<file path="config.mk">
export PLATFORM = sky130hd
export DESIGN_NAME = shooting_flags_rx_flat
export DESIGN_NICKNAME = d
export VERILOG_FILES = /design/src/rtl/shooting_flags_rx_if.sv /design/src/rtl/shooting_flags_rx.sv /design/src/flat_wrapper.sv
export SDC_FILE = /design/constraint.sdc
export NUM_CORES = 1
export LEC_CHECK = 0
export BUFFER_PORTS_ARGS = -buffer_cell sky130_fd_sc_hd__buf_2
export CAP_MARGIN = 40
export CORE_UTILIZATION = 56
export DETAILED_ROUTE_END_ITERATION = 8
export PLACE_DENSITY_LB_ADDON = 0.08
export SETUP_SLACK_MARGIN = 0.2
export SYNTH_ARGS = -nofsm -noshare
export SYNTH_HDL_FRONTEND = slang
export SYNTH_SLANG_ARGS = --single-unit
export TNS_END_PERCENT = 100
</file>
<file path="constraint.sdc">
create_clock -name clk -period 3.1 [get_ports clk]
set_clock_uncertainty 0.15 [all_clocks]
set_input_delay 0.465 -clock clk [delete_from_list [all_inputs] [get_ports clk]]
set_output_delay 0.465 -clock clk [all_outputs]
set_load 0.005 [all_outputs]
</file>
<file path="src/rtl/shooting_flags_rx_if.sv">
// shooting_flags_rx_if
//  Bundles the cathode input, byte/frame status outputs and the buffer read
//  port of the shooting-display receiver.
//  Modports:
//   master : drives cats and rd_addr, observes everything else (controller / bench)
//   slave  : the receiver itself
//  Signals:
//   cats [7:0]          LED cathode lines, active-high, PWM-gated
//   byte_data [7:0]     last accepted byte
//   byte_valid          1-cycle strobe, byte_data is new
//   frame_active        high while capturing between '{' and '}'
//   frame_done          1-cycle strobe on '}'
//   frame_len [AW:0]    length of last completed frame, braces excluded
//   overflow            1-cycle strobe, buffer depth exceeded
//   rd_addr [AW-1:0]    buffer read address
//   rd_data [7:0]       buffer data, 1-cycle latency
//   crc [7:0]           CRC-8 of last completed frame (0 when CRC is not built)
interface shooting_flags_rx_if #(
  parameter int MAX_LEN = 48
) ();
  localparam int AW = $clog2(MAX_LEN);

  logic [7:0]    cats;
  logic [7:0]    byte_data;
  logic          byte_valid;
  logic          frame_active;
  logic          frame_done;
  logic [AW:0]   frame_len;
  logic          overflow;
  logic [AW-1:0] rd_addr;
  logic [7:0]    rd_data;
  logic [7:0]    crc;

  modport master (
    output cats, rd_addr,
    input  byte_data, byte_valid, frame_active, frame_done, frame_len,
           overflow, rd_data, crc
  );

  modport slave (
    input  cats, rd_addr,
    output byte_data, byte_valid, frame_active, frame_done, frame_len,
           overflow, rd_data, crc
  );
endinterface

</file>
<file path="src/rtl/shooting_flags_rx.sv">
// shooting_flags_rx
//  Loop-back receiver for the LED "shooting" display. Strips the PWM from
//  the 8 cathode lines with a windowed OR envelope, recovers each displayed
//  byte (including doubled characters) and frames the text between '{' and
//  '}' into a readable buffer.
//  Ports:
//   clk    system clock
//   rst_n  asynchronous active-low reset
//   bus    shooting_flags_rx_if.slave (cats, rd_addr in; byte/frame status,
//          rd_data and crc out)
//  Optional feature: define SHOOTING_RX_CRC_EN to compute a CRC-8
//  (poly 0x07, init 0x00, MSB first) over each captured frame; otherwise
//  crc is tied to zero.
module shooting_flags_rx #(
  parameter int CLK_FREQ   = 48_000_000,
  parameter int PWM_WIN    = 8,
  parameter int SYMBOL_WIN = CLK_FREQ / 2 / PWM_WIN,
  parameter int STABLE_WIN = SYMBOL_WIN / 4,
  parameter int MAX_LEN    = 48
) (
  input logic               clk,
  input logic               rst_n,
  shooting_flags_rx_if.slave bus
);
  localparam int AW     = $clog2(MAX_LEN);
  localparam int LW     = AW + 1;
  localparam int CNT_W  = $clog2(PWM_WIN);
  localparam int STAB_W = $clog2(STABLE_WIN + 1);
  localparam int REP_W  = $clog2(SYMBOL_WIN);

  localparam logic [CNT_W-1:0]  CNT_LAST = CNT_W'(PWM_WIN - 1);
  localparam logic [STAB_W-1:0] STAB_MAX = STAB_W'(STABLE_WIN);
  localparam logic [STAB_W-1:0] STAB_PRE = STAB_W'(STABLE_WIN - 1);
  localparam logic [REP_W-1:0]  REP_LAST = REP_W'(SYMBOL_WIN - 1);
  localparam logic [LW-1:0]     LEN_MAX  = LW'(MAX_LEN);
  localparam logic [7:0]        LBRACE   = 8'h7B;
  localparam logic [7:0]        RBRACE   = 8'h7D;

  // ---------------- envelope: OR of cats over each PWM window ------------
  logic [CNT_W-1:0] cnt_reg;
  logic [7:0]       acc_reg;
  logic [7:0]       env_reg;
  logic             win_tick;

  always_ff @(posedge clk or negedge rst_n) begin
    if (!rst_n) begin
      cnt_reg  <= '0;
      acc_reg  <= '0;
      env_reg  <= '0;
      win_tick <= 1'b0;
    end else begin
      win_tick <= 1'b0;
      if (cnt_reg == CNT_LAST) begin
        cnt_reg  <= '0;
        env_reg  <= acc_reg | bus.cats;
        acc_reg  <= '0;
        win_tick <= 1'b1;
      end else begin
        cnt_reg <= cnt_reg + 1'b1;
        acc_reg <= acc_reg | bus.cats;
      end
    end
  end

  // ---------------- symbol stage: debounce and repeat recovery ----------
  logic [7:0]        cand_reg;
  logic [7:0]        last_acc_reg;
  logic [STAB_W-1:0] stab_reg;
  logic [REP_W-1:0]  rep_reg;
  logic [7:0]        byte_data_reg;
  logic              byte_valid_reg;

  always_ff @(posedge clk or negedge rst_n) begin
    if (!rst_n) begin
      cand_reg       <= '0;
      last_acc_reg   <= '0;
      stab_reg       <= '0;
      rep_reg        <= '0;
      byte_data_reg  <= '0;
      byte_valid_reg <= 1'b0;
    end else begin
      byte_valid_reg <= 1'b0;
      if (win_tick) begin
        if (env_reg != cand_reg) begin
          cand_reg <= env_reg;
          stab_reg <= '0;
          rep_reg  <= '0;
        end else begin
          if (stab_reg != STAB_MAX)
            stab_reg <= stab_reg + 1'b1;
          if (cand_reg == 8'h00) begin
            // A blank gap separates two identical symbols, so forget the last one.
            last_acc_reg <= '0;
            rep_reg      <= '0;
          end else if (stab_reg == STAB_PRE && cand_reg != last_acc_reg) begin
            byte_data_reg  <= cand_reg;
            byte_valid_reg <= 1'b1;
            last_acc_reg   <= cand_reg;
            rep_reg        <= '0;
          end else if (cand_reg == last_acc_reg) begin
            // Same byte held for a full symbol period means it was shown twice.
            if (rep_reg == REP_LAST) begin
              byte_data_reg  <= cand_reg;
              byte_valid_reg <= 1'b1;
              rep_reg        <= '0;
            end else begin
              rep_reg <= rep_reg + 1'b1;
            end
          end
        end
      end
    end
  end

  // ---------------- framer FSM -------------------------------------------
  typedef enum logic [0:0] {HUNT, CAPTURE} state_t;
  state_t state_reg, state_next;

  logic          start_frame, end_frame, store_byte, over_flag, frame_active;
  logic [LW-1:0] wptr_reg;
  logic [LW-1:0] frame_len_reg;
  logic          frame_done_reg;
  logic          overflow_reg;

  always_ff @(posedge clk or negedge rst_n) begin
    if (!rst_n) state_reg <= HUNT;
    else        state_reg <= state_next;
  end

  always_comb begin
    state_next = state_reg;
    if (start_frame)
      state_next = CAPTURE;
    else if (end_frame || over_flag)
      state_next = HUNT;
  end

  always_comb begin
    start_frame  = 1'b0;
    end_frame    = 1'b0;
    store_byte   = 1'b0;
    over_flag    = 1'b0;
    frame_active = (state_reg == CAPTURE);
    if (byte_valid_reg) begin
      case (state_reg)
        HUNT:    start_frame = (byte_data_reg == LBRACE);
        CAPTURE: begin
          if (byte_data_reg == RBRACE)      end_frame   = 1'b1;
          else if (byte_data_reg == LBRACE) start_frame = 1'b1;
          else if (wptr_reg == LEN_MAX)     over_flag   = 1'b1;
          else                              store_byte  = 1'b1;
        end
        default: ;
      endcase
    end
  end

  always_ff @(posedge clk or negedge rst_n) begin
    if (!rst_n) begin
      wptr_reg       <= '0;
      frame_len_reg  <= '0;
      frame_done_reg <= 1'b0;
      overflow_reg   <= 1'b0;
    end else begin
      frame_done_reg <= end_frame;
      overflow_reg   <= over_flag;
      if (start_frame)
        wptr_reg <= '0;
      else if (store_byte)
        wptr_reg <= wptr_reg + 1'b1;
      if (end_frame)
        frame_len_reg <= wptr_reg;
    end
  end

`ifdef SHOOTING_RX_CRC_EN
  function automatic logic [7:0] crc8_step(input logic [7:0] c, input logic [7:0] d);
    logic [7:0] r;
    r = c ^ d;
    for (int i = 0; i < 8; i++)
      r = r[7] ? ((r << 1) ^ 8'h07) : (r << 1);
    return r;
  endfunction

  logic [7:0] crc_run_reg;
  logic [7:0] crc_reg;

  always_ff @(posedge clk or negedge rst_n) begin
    if (!rst_n) begin
      crc_run_reg <= '0;
      crc_reg     <= '0;
    end else begin
      if (start_frame)
        crc_run_reg <= '0;
      else if (store_byte)
        crc_run_reg <= crc8_step(crc_run_reg, byte_data_reg);
      if (end_frame)
        crc_reg <= crc_run_reg;
    end
  end

  assign bus.crc = crc_reg;
`else
  assign bus.crc = 8'h00;
`endif

  // ---------------- frame buffer -----------------------------------------
  // Storage has no reset so it maps onto block RAM; only the read register resets.
  logic [7:0] mem [0:MAX_LEN-1];
  logic [7:0] rd_data_reg;

  always_ff @(posedge clk) begin
    if (store_byte)
      mem[wptr_reg[AW-1:0]] <= byte_data_reg;
  end

  always_ff @(posedge clk or negedge rst_n) begin
    if (!rst_n)
      rd_data_reg <= '0;
    else if ({1'b0, bus.rd_addr} < LEN_MAX)
      rd_data_reg <= mem[bus.rd_addr];
    else
      rd_data_reg <= '0;
  end

  assign bus.byte_data    = byte_data_reg;
  assign bus.byte_valid   = byte_valid_reg;
  assign bus.frame_active = frame_active;
  assign bus.frame_done   = frame_done_reg;
  assign bus.frame_len    = frame_len_reg;
  assign bus.overflow     = overflow_reg;
  assign bus.rd_data      = rd_data_reg;
endmodule
</file>
<file path="src/flat_wrapper.sv">
// flat-port wrapper written by rule: the top's interface ports become plain ports
module shooting_flags_rx_flat 
#(
  parameter int CLK_FREQ   = 48_000_000,
  parameter int PWM_WIN    = 8,
  parameter int SYMBOL_WIN = CLK_FREQ / 2 / PWM_WIN,
  parameter int STABLE_WIN = SYMBOL_WIN / 4,
  parameter int MAX_LEN    = 48
)
  (clk, rst_n, bus_cats, bus_rd_addr, bus_byte_data, bus_byte_valid, bus_frame_active, bus_frame_done, bus_frame_len, bus_overflow, bus_rd_data, bus_crc);
  shooting_flags_rx_if #(.MAX_LEN(MAX_LEN)) bus_i ();
  input logic clk;
  input logic rst_n;
  input wire logic [$bits(bus_i.cats)-1:0] bus_cats;
  input wire logic [$bits(bus_i.rd_addr)-1:0] bus_rd_addr;
  output wire logic [$bits(bus_i.byte_data)-1:0] bus_byte_data;
  output wire logic [$bits(bus_i.byte_valid)-1:0] bus_byte_valid;
  output wire logic [$bits(bus_i.frame_active)-1:0] bus_frame_active;
  output wire logic [$bits(bus_i.frame_done)-1:0] bus_frame_done;
  output wire logic [$bits(bus_i.frame_len)-1:0] bus_frame_len;
  output wire logic [$bits(bus_i.overflow)-1:0] bus_overflow;
  output wire logic [$bits(bus_i.rd_data)-1:0] bus_rd_data;
  output wire logic [$bits(bus_i.crc)-1:0] bus_crc;
  assign bus_i.cats = bus_cats;
  assign bus_i.rd_addr = bus_rd_addr;
  assign bus_byte_data = bus_i.byte_data;
  assign bus_byte_valid = bus_i.byte_valid;
  assign bus_frame_active = bus_i.frame_active;
  assign bus_frame_done = bus_i.frame_done;
  assign bus_frame_len = bus_i.frame_len;
  assign bus_overflow = bus_i.overflow;
  assign bus_rd_data = bus_i.rd_data;
  assign bus_crc = bus_i.crc;
  shooting_flags_rx #(.CLK_FREQ(CLK_FREQ), .PWM_WIN(PWM_WIN), .SYMBOL_WIN(SYMBOL_WIN), .STABLE_WIN(STABLE_WIN), .MAX_LEN(MAX_LEN)) u_core (.clk(clk), .rst_n(rst_n), .bus(bus_i));
endmodule
</file>
==> run metrics <==
number of DRC violations after detailed routing 0; number of cells on the worst reg-to-reg path 6; standard cell core area 34800 sq um; xor/xnor share of the synthesized area 1.80%; kind of start point of the critical path flip-flop; all-layer global routing usage 23.7%; Filler Cell Count 2393; largest cells by area after synthesis sky130_fd_sc_hd__edfxtp_1 58%, sky130_fd_sc_hd__dfrtp_1 14%, sky130_fd_sc_hd__mux4_2 12%, sky130_fd_sc_hd__nor2_1 2.2%, sky130_fd_sc_hd__mux2_2 2.0%; biggest cell delay along the critical path 0.52 ns; Hold/Removal Path Class in -> reg; global-route congestion overflow total 0; static leakage power 7.12 nW; number of clock buffers inserted by TritonCTS 50; die outline area 36400 sq um; Crit path arrival time 3.21 ns; WS Path Type reg -> reg; highest attainable clock frequency 350 MHz; number of global-route vias before repair 10737; clock latency on the worst-skew pair 0.58 ns; FF-to-FF setup slack 0.24 ns; mean number of vias per cell 5.90; post-synthesis simple-gate area fraction 6.87%; clock transition at the registers of the reported paths 0.06 ns; first-pass detailed-route iteration total 5; crit-path max FO 4; Worst Path Required 3.45 ns; max-cap check violation count 0; initial antenna violation count 0; status complete, no violations; Reg2Reg Capture Point u_core.rep_reg[21]; worst-path cell with the longest stage delay sky130_fd_sc_hd__or4_4; maximum buffer depth of the clock tree 3; final setup fails 0; fraction of the cycle the final worst path needs 92.2%; Max H-tree Level 2; Std-Cell Rows 68; proportion of synthesized area in mux cells 14.1%; biggest area consumer among synthesized cells sky130_fd_sc_hd__edfxtp_1; clock tree from TritonCTS yes; antenna cells 0; half-perimeter wire length after detailed placement 25700 um; shortest clock period the worst path allows after layout 2.86 ns; power per cell area 577 nW/um^2; number of synthesized flops with an enable pin 384; initial DRC count 824; Synth Area in Adders 0.439%; Cell variety after synth 54; worst rel slew slack 42.2%; height of the chip 191 um; first-pass GRT wire length 63100 um; worst vdd rail ir drop 0.473 mV; area share of the leading cell type in the synthesized netlist 57.8%; crit path from u_core.stab_reg[10]; worst setup path end u_core.rep_reg[21]; cell family with most CP delay simple AND/OR/NAND/NOR gates; synthesis-to-layout area growth 15.2%; Max Slew Vio Count 0; number of flip-flops under the largest register name 384; compound-cell area share of the yosys netlist 3.43%; most common cell in the synthesized netlist sky130_fd_sc_hd__edfxtp_1; most instantiated flip-flop cell in the synthesis netlist sky130_fd_sc_hd__edfxtp_1; number of hold violations in the final report 0; endpoint class of the critical path flip-flop; largest net degree at the start of global routing 55; starting utilization of the core area 57.3%; register area share after synthesis 71.9%; Final TNS setup 0 ns; number of warnings printed during yosys synthesis 0; async set-or-reset flop fraction in the synthesized netlist 22.6%; list of cells traversed by the critical path or3b_2 > or4_4 > or2_1 > a311o_2 > or4_1 > a21oi_1; main combinational cell family by area after synthesis multiplexers; post-synthesis average cell area 17.3 sq um; flops & latches, synth 496; Total Wirelength 41300 um; cell types with the highest counts after synthesis 384 x sky130_fd_sc_hd__edfxtp_1, 119 x sky130_fd_sc_hd__nor2_1, 112 x sky130_fd_sc_hd__dfrtp_1, 104 x sky130_fd_sc_hd__mux4_2, 59 x sky130_fd_sc_hd__nand2_1; number of vias after detailed routing 10546; Antenna Violating Nets Remaining 0; Post-layout nets 1322; number of instances in the synthesized netlist 1150; Chip Width 191 um; Mapped Area 19900 sq um; ratio of cells with drive above 1 in the final layout 27.4%; number of cells on the critical path 6; number of buffers added on ports 42; reg2reg start u_core.stab_reg[10]; RePlAce Congestion 0.920; WHS 0.160 ns; cell chosen for the clock root sky130_fd_sc_hd__clkbuf_16; Top-Level Pins 51; wire per inst 23.1 um; RSZ-0062 raised after global routing yes; clock sinks 496; buffers plus inverters on the worst setup path 0; worst slew pin tran 0.868 ns
-- placed cells by master (no fill, tap or decap), types with 6 or more instances in the layout --
master	synthesis	routed
sky130_fd_sc_hd__a21oi_1	23	21
sky130_fd_sc_hd__a22o_1	8	8
sky130_fd_sc_hd__a22oi_1	24	24
sky130_fd_sc_hd__a31oi_1	12	12
sky130_fd_sc_hd__and3_1	9	9
sky130_fd_sc_hd__buf_2	1	39
sky130_fd_sc_hd__buf_4	8	93
sky130_fd_sc_hd__clkbuf_1	33	14
sky130_fd_sc_hd__clkbuf_16	0	51
sky130_fd_sc_hd__conb_1	1	8
sky130_fd_sc_hd__dfrtp_1	112	103
sky130_fd_sc_hd__dfrtp_2	0	9
sky130_fd_sc_hd__dlygate4sd3_1	0	9
sky130_fd_sc_hd__edfxtp_1	384	384
sky130_fd_sc_hd__ha_1	7	7
sky130_fd_sc_hd__inv_1	10	10
sky130_fd_sc_hd__mux2_2	36	36
sky130_fd_sc_hd__mux2i_1	7	7
sky130_fd_sc_hd__mux4_2	104	104
sky130_fd_sc_hd__nand2_1	59	59
sky130_fd_sc_hd__nand3_1	22	22
sky130_fd_sc_hd__nand4_1	11	11
sky130_fd_sc_hd__nor2_1	119	118
sky130_fd_sc_hd__nor2b_1	6	6
sky130_fd_sc_hd__nor4_1	13	13
sky130_fd_sc_hd__o21ai_0	16	16
sky130_fd_sc_hd__or3_1	7	7
sky130_fd_sc_hd__or4_1	9	8
sky130_fd_sc_hd__xnor2_1	10	10
sky130_fd_sc_hd__xor2_1	31	31
-- worst min-delay path by stage --
stage                      start                    end  slack, ns  depth (start not counted)
6_report          bus_rd_addr[3]  u_core.bus.rd_data[2]       0.16                          4
4_1_cts           bus_rd_addr[3]  u_core.bus.rd_data[2]       0.13                          4
3_5_place_dp   u_core.cnt_reg[0]      u_core.cnt_reg[0]       0.27                          1
2_1_floorplan              rst_n      u_core.acc_reg[0]       0.02                          0
3_3_place_gp   u_core.cnt_reg[0]      u_core.cnt_reg[0]       0.27                          1
5_1_grt           bus_rd_addr[3]  u_core.bus.rd_data[2]       0.17                          4
-- worst reg2reg max path, stage by stage (launching register included) --
cell                      delay [ns]
sky130_fd_sc_hd__dfrtp_2        0.42
sky130_fd_sc_hd__or3b_2         0.46
sky130_fd_sc_hd__or4_4          0.52
sky130_fd_sc_hd__or2_1          0.24
sky130_fd_sc_hd__a311o_2        0.35
sky130_fd_sc_hd__or4_1          0.52
sky130_fd_sc_hd__a21oi_1        0.14
-- cells by family (layout without fill, tap and decap cells) --
family	Yosys count	in the layout
adder cells (fa/ha/maj)	7	7
buffers and inverters	68	243
AO/OA/AOI/OAI	103	103
flip-flops	496	496
XOR/XNOR	41	41
other	1	8
AND/OR/NAND/NOR	287	287
multiplexers	147	147
-- final cells by class --
cell class / instances / area (sq um) / share of cell area [%]
clock inverters: 18 / 198 / 0.861
multi-input cells: 593 / 5370 / 23.4
repair buffers: 147 / 1090 / 4.77
clock buffers: 67 / 1360 / 5.90
well taps: 455 / 569 / 2.48
flip-flops and latches: 496 / 14300 / 62.4
inverters: 11 / 41.3 / 0.180
-- report_power, final --
part           internal [mW]  switching [mW]  total (mW)  leakage (nW)
registers               7.11          0.0199        7.13          4.06
logic                  0.136           0.195       0.331          2.30
clock network           3.39            2.40        5.78         0.757
total                   10.6            2.61        13.2          7.12
-- through the flow --
| stage | setup WS (ns) | power [mW] | instances | utilization, % | cell area, sq um |
|---|---|---|---|---|---|
| global route | 0.197 | 13.6 | 1787 | 66.0 | 23000 |
| CTS | 0.226 | 13.4 | 1783 | 65.9 | 22900 |
| floorplan | 0.214 | 7.46 | 1157 | - | 20000 |
| finish | 0.241 | 13.2 | 1787 | 66.0 | 23000 |
| global placement | 0.121 | 7.59 | 1686 | 61.1 | 21300 |
| detailed placement | 0.0731 | 7.59 | 1687 | 61.1 | 21300 |
-- what timing repair did --
item	4_1_cts	5_1_grt
hold buffers	9	0
gates resized for setup	1	4
setup buffers	2	4
setup endpoints to repair	2	17
pin swaps	1	2
hold endpoints to repair	61	0
cloned	0	0
-- routing by layer --
metal,vias up,routed length (um),global-route usage [%]
met5,-,0,0
met4,0,1110,8.71
met3,70,2170,3.90
met2,253,20600,39.3
met1,5423,17400,31.9
li1,4800,-,-
(Power assumes the default switching activity.)
